## config.mk

```make
export PLATFORM = sky130hd
export DESIGN_NAME = pipe_id_scoreboard
export DESIGN_NICKNAME = d
export VERILOG_FILES = /design/src/rtl/pipe_id_scoreboard.sv
export SDC_FILE = /design/constraint.sdc
export NUM_CORES = 2
export LEC_CHECK = 0
export ABC_AREA = 1
export BUFFER_PORTS_ARGS = -buffer_cell sky130_fd_sc_hd__clkbuf_2
export CAP_MARGIN = 15
export CORE_MARGIN = 1.5
export CORE_UTILIZATION = 25
export DETAILED_ROUTE_END_ITERATION = 8
export PLACE_DENSITY = 0.4
export SYNTH_ARGS = -nofsm -noshare
export SYNTH_HDL_FRONTEND = slang
export SYNTH_SLANG_ARGS = --single-unit
```

## constraint.sdc

```tcl
create_clock -name clock -period 3 [get_ports clock]
set_input_delay 0.15 -clock clock [delete_from_list [all_inputs] [get_ports clock]]
set_output_delay 0.15 -clock clock [all_outputs]
set_load 0.005 [all_outputs]
```

## src/rtl/pipe_id_scoreboard.sv

```systemverilog
// ID-stage operand unit: register file, E/M/W forwarding, countdown
// scoreboard for long-latency results, MUL occupancy FSM, ID branch resolve.
module pipe_id_scoreboard #(
    parameter int XLEN    = 32,
    parameter int NREG    = 32,
    parameter int LD_LAT  = 1,
    parameter int MUL_LAT = 4,
    localparam int AW     = $clog2(NREG)
) (
    input  logic            clock,
    input  logic            reset,
    input  logic            id_valid,
    input  logic [AW-1:0]   id_rs,
    input  logic [AW-1:0]   id_rt,
    input  logic            id_use_rs,
    input  logic            id_use_rt,
    input  logic            id_wr,
    input  logic [AW-1:0]   id_rd,
    input  logic [1:0]      id_kind,
    input  logic [1:0]      id_br,
    input  logic            e_wreg,
    input  logic [AW-1:0]   e_rn,
    input  logic [XLEN-1:0] e_alu,
    input  logic            m_wreg,
    input  logic [AW-1:0]   m_rn,
    input  logic [XLEN-1:0] m_alu,
    input  logic            m_m2reg,
    input  logic [XLEN-1:0] m_mo,
    input  logic            w_wreg,
    input  logic [AW-1:0]   w_rn,
    input  logic [XLEN-1:0] w_di,
    output logic [XLEN-1:0] da,
    output logic [XLEN-1:0] db,
    output logic [1:0]      fwda,
    output logic [1:0]      fwdb,
    output logic            stall,
    output logic            bubble,
    output logic            br_taken,
    output logic            mul_busy
);

    localparam int MAXL = (LD_LAT > MUL_LAT) ? LD_LAT : MUL_LAT;
    localparam int CW   = $clog2(MAXL + 1);

    typedef enum logic {
        IDLE,
        BUSY
    } state_t;

    logic [XLEN-1:0] rf  [NREG];
    logic [CW-1:0]   cnt [NREG];

    state_t        state;
    logic [CW-1:0] mcnt;

    logic          issue;
    logic          is_ld;
    logic          is_mul;
    logic [CW-1:0] lat;
    logic          dep_rs;
    logic          dep_rt;
    logic          dep_stall;
    logic          struct_stall;
    logic          busy;

    // Priority E > M > W > RF; r0 never forwards and always reads zero.
    function automatic logic [XLEN+1:0] resolve(input logic [AW-1:0] src);
        logic [XLEN-1:0] v;
        logic [1:0]      f;
        v = rf[src];
        f = 2'd0;
        if (src == '0) begin
            v = '0;
            f = 2'd0;
        end else if (e_wreg && e_rn == src) begin
            v = e_alu;
            f = 2'd1;
        end else if (m_wreg && m_rn == src) begin
            v = m_m2reg ? m_mo : m_alu;
            f = 2'd2;
        end else if (w_wreg && w_rn == src) begin
            v = w_di;
            f = 2'd3;
        end
        return {f, v};
    endfunction

    always_comb begin
        {fwda, da} = resolve(id_rs);
        {fwdb, db} = resolve(id_rt);
    end

    always_comb begin
        is_ld  = (id_kind == 2'd1);
        is_mul = (id_kind == 2'd2);
        lat    = '0;
        unique case (1'b1)
            is_ld:   lat = CW'(LD_LAT);
            is_mul:  lat = CW'(MUL_LAT - 1);
            default: lat = '0;
        endcase
    end

    always_comb begin
        busy         = (state == BUSY);
        dep_rs       = id_use_rs && (id_rs != '0) && (cnt[id_rs] != '0);
        dep_rt       = id_use_rt && (id_rt != '0) && (cnt[id_rt] != '0);
        dep_stall    = dep_rs || dep_rt;
        struct_stall = busy && id_valid;
        stall        = dep_stall || struct_stall;
        bubble       = id_valid && stall;
        issue        = id_valid && !stall;
        mul_busy     = busy;
        br_taken     = issue &&
                       (((id_br == 2'd1) && (da == db)) ||
                        ((id_br == 2'd2) && (da != db)));
    end

    always_ff @(posedge clock) begin
        if (reset) begin
            for (int i = 0; i < NREG; i++) rf[i] <= '0;
        end else if (w_wreg && w_rn != '0) begin
            rf[w_rn] <= w_di;
        end
    end

    // Issue write placed after the decrement so it wins for the same entry.
    always_ff @(posedge clock) begin
        if (reset) begin
            for (int i = 0; i < NREG; i++) cnt[i] <= '0;
        end else begin
            for (int i = 0; i < NREG; i++) begin
                if (cnt[i] != '0) cnt[i] <= cnt[i] - CW'(1);
            end
            if (issue && id_wr && id_rd != '0) cnt[id_rd] <= lat;
        end
    end

    always_ff @(posedge clock) begin
        if (reset) begin
            state <= IDLE;
            mcnt  <= '0;
        end else begin
            unique case (state)
                IDLE: begin
                    if (issue && is_mul) begin
                        state <= BUSY;
                        mcnt  <= CW'(MUL_LAT - 1);
                    end
                end
                BUSY: begin
                    mcnt <= mcnt - CW'(1);
                    if (mcnt == CW'(1)) state <= IDLE;
                end
                default: state <= IDLE;
            endcase
        end
    end

endmodule

```

==> results_dict.tcl <==
set metrics [dict create \
    r2r_start "cnt[14][0]" \
    crit_top_cell "nand2_1" \
    wl_um 350000 \
    coreArea_mm2 0.274 \
    violations "setup timing" \
    synth_area_per_cell_um2 7.85 \
    drtAntennaViolNets 0 \
    antenna_found_initial 8 \
    vias 68000 \
    area_delta_synth_final_pct 30.1 \
    clock_skew_ns 0.0270 \
    cp_slowest_cell "edfxtp_1" \
    timing.critical_path.cells "inv_1, nand2_1, o211ai_1, nand3_1, nand2_1, nand2_1, nand2_1, nor2_1, buf_4, nand2_1, a21oi_1, nand2_1, nand2_1, nand2_1, nor2_1, nand2_1, nor2_4, nand3_1, nand2_1, nor2_2, clkbuf_2" \
    yosys_register_bits 1124 \
    cts_sinks 1124 \
    grt_pass1_wl_um 485000 \
    holdCritPathClass "in2reg" \
    power_density_mw_per_mm2 558 \
    die_h_um 528 \
    dieArea_mm2 0.278 \
    critical_path_class "reg2out" \
    cts_inserted_buffers 152 \
    swShare_pct 32.1 \
    final_util_pct 32.7 \
    comb_power_share_pct 25.3 \
    critical_path.top_delay_family "simple AND/OR/NAND/NOR gates" \
    hpwl_um 240000 \
    setup_ws_ns -0.612 \
    min_from "w_di[11]" \
    grt_pass1_vias 64300 \
    yosysSeqAreaShare_pct 48.5 \
    vias_per_cell 5.11 \
    synth_xor_area_share_pct 0.229 \
    cp.arrival_ns 3.46 \
    worst_pin_slew_ns 1.18 \
    status "finished with violations" \
    worstPathRequired_ns 2.85 \
    root_buffer "clkbuf_16" \
    cts_tree "built" \
    synth_area_leaders "edfxtp_1 47%, nand2_1 11%, nand3_1 8.3%" \
    final_cell_mix "1734 x nand2_1, 1429 x nor2_1, 1088 x edfxtp_1" \
    fillCellCount 28600 \
    synth_top_family_by_area "simple AND/OR/NAND/NOR gates" \
    fin_crit_sh_pct 120 \
    fmax_mhz 277 \
    place.gp.congestion 0.929 \
    drv_slew 0 \
    top_level_ports 244 \
    io_buffer_count 243 \
    synth-simple-area-share_pct 28.4 \
    clkTransAtPathRegs_ns 0.06 \
    period_needed_ns 3.61 \
    synth_top_cell_area_share_pct 47.5 \
    slew_headroom_pct 21.6 \
    drive_gt1_share_pct 22.0 \
    cpPeakStageDelay_ns 0.33 \
    hold_ws_ns 0.0447 \
    ys_types 44 \
    path_max_fanout 2 \
    synth_largest_area_cell "edfxtp_1" \
    worstSetupStartpoint "rf[5][19]" \
    grt_max_degree 70 \
    drcViolationCount 0 \
    wire_per_inst_um 26.3 \
    syn-cell-area_mm2 0.0688 \
    layout_commonest_cell "nand2_1" \
    htreeDepth 4 \
    intPower_w 0.0339 \
    clk_latency_ns 0.83 \
    endpoint_kind "output pin" \
    synth_compound_area_share_pct 10.8 \
    floorplan.initialDensity_pct 25.2 \
    ir_worst_vdd_mv 0.431 \
    track_usage_pct 24.3 \
    muxShareOfSynthArea_pct 0.474 \
    final_nets 9850 \
    crit_buf_inv 3 \
    die_w_um 528 \
    cts_buffer_depth 4 \
    setup_viol 76 \
    hold_viol 0 \
    seq_power_share_pct 38.7 \
    netlist_instances 8762 \
    start_kind "flip-flop" \
    drtPass1Iterations 6 \
    cap_violations 0 \
    rows 192 \
    drtIter0Drc 7813 \
    place_ws_ns -1.03 \
    power.switching_w 0.0160 \
    synth_warnings 0 \
    synthAdderAreaFrac_pct 1.24 \
    power_leakage_nw 38.4 \
    overflow 0 \
    grt_setup_unrepaired "yes" \
    clock_power_share_pct 36.1 \
]
[area by class of cell]
class / instances / area [um2] / area share [%]
Antenna cell: 3 / 7.51 / 0.00839
Clock buffer: 189 / 4020 / 4.49
Clock inverter: 73 / 698 / 0.780
Inverter: 905 / 3430 / 3.83
Multi-Input combinational cell: 6051 / 31100 / 34.7
Sequential cell: 1124 / 33400 / 37.3
Tap cell: 3589 / 4490 / 5.02
Timing Repair Buffer: 1376 / 12400 / 13.9
[Yosys cell counts (all sizes together)]
cell,number
a21oi,296
nor2,1453
xnor2,18
mux2,29
nor3,27
clkinv,2
nor4,2
a311oi,1
a31oi,3
nand3,1150
inv,903
nand2b,1
dfxtp,36
clkbuf,310
a21o,1
o21ai,319
edfxtp,1088
or2,82
o31ai,1
a21boi,5
buf,403
ha,68
o22ai,10
o211ai,556
nand2,1945
conb,1
nand4,52
[path summary, 6_finish.rpt]
check	endpoint	slack [ns]	depth (start not counted)
worst max-delay path	br_taken	-0.61	21
worst min-delay path	rf[23][11]	0.04	4
worst max register to register	cnt[13][1]	-0.08	18
worst min register to register	mcnt[2]	0.52	3
[routing by layer]
| layer | GRT usage [%] | share of wire [%] | vias to the layer above |
|---|---|---|---|
| met3 | 4.09 | 8.9 | 471 |
| met1 | 34.5 | 44 | 33500 |
| met5 | 0 | 0 | - |
| met4 | 8.77 | 4.1 | 0 |
| li1 | - | - | 30800 |
| met2 | 36.7 | 43 | 3165 |
[sequential cells by signal, summed over array words and instances, names as in the netlist]
register / count
cnt: 96
mcnt: 3
rf: 1024
mul_busy: 1
[logic make-up (layout without fill, tap and decap cells)]
| group | after synthesis | count (layout) |
|---|---|---|
| other | 1 | 35 |
| flip-flops | 1124 | 1124 |
| AO/OA/AOI/OAI | 1192 | 1192 |
| AND/OR/NAND/NOR | 4712 | 4712 |
| buffers and inverters | 1618 | 2543 |
| adder cells (fa/ha/maj) | 68 | 68 |
| multiplexers | 29 | 29 |
| XOR/XNOR | 18 | 18 |
[power groups by stage]
stage	Clock, W	Sequential [W]	Combinational, W
floorplan	0	0.0194	0.00603
global route	0.0189	0.0194	0.0137
global placement	0	0.0196	0.0114
CTS	0.0184	0.0193	0.0119
finish	0.0180	0.0193	0.0126
detailed placement	0	0.0196	0.0115
[per-stage QoR]
stage / power, W / cells / setup TNS, ns / instance area (um2)
2_1_floorplan: 0.0254 / 8793 / 0 / 68900
5_1_grt: 0.0520 / 13300 / -23.28 / 89500
3_5_place_dp: 0.0311 / 13000 / -29.84 / 81700
4_1_cts: 0.0496 / 13300 / -1.19 / 87700
6_report: 0.0499 / 13300 / -3.11 / 89500
3_3_place_gp: 0.0310 / 13000 / -32.23 / 81700
[worst reg2reg max path: stages, from the launching register on]
cell       delay, ns
edfxtp_1        0.43
nor3_2          0.22
buf_4           0.16
a21oi_1         0.06
a311oi_1        0.21
nor2_1          0.13
nor2_2          0.21
nor2_2          0.05
nand2_2         0.07
nand3_2         0.10
buf_6           0.13
buf_6           0.11
nor3_4          0.14
buf_12          0.14
buf_12          0.11
clkbuf_16       0.15
buf_12          0.13
nand2_4         0.07
nand4_1         0.15
[timing repair]
action,in CTS,in global routing
resized for setup,224,377
hold buffers,6,0
buffers inserted,13,25
endpoints found under the setup margin,150,182
pin swaps,36,43
gates cloned,0,4
hold endpoints to repair,14,0
No activity file was read; power rests on OpenSTA's default activity.
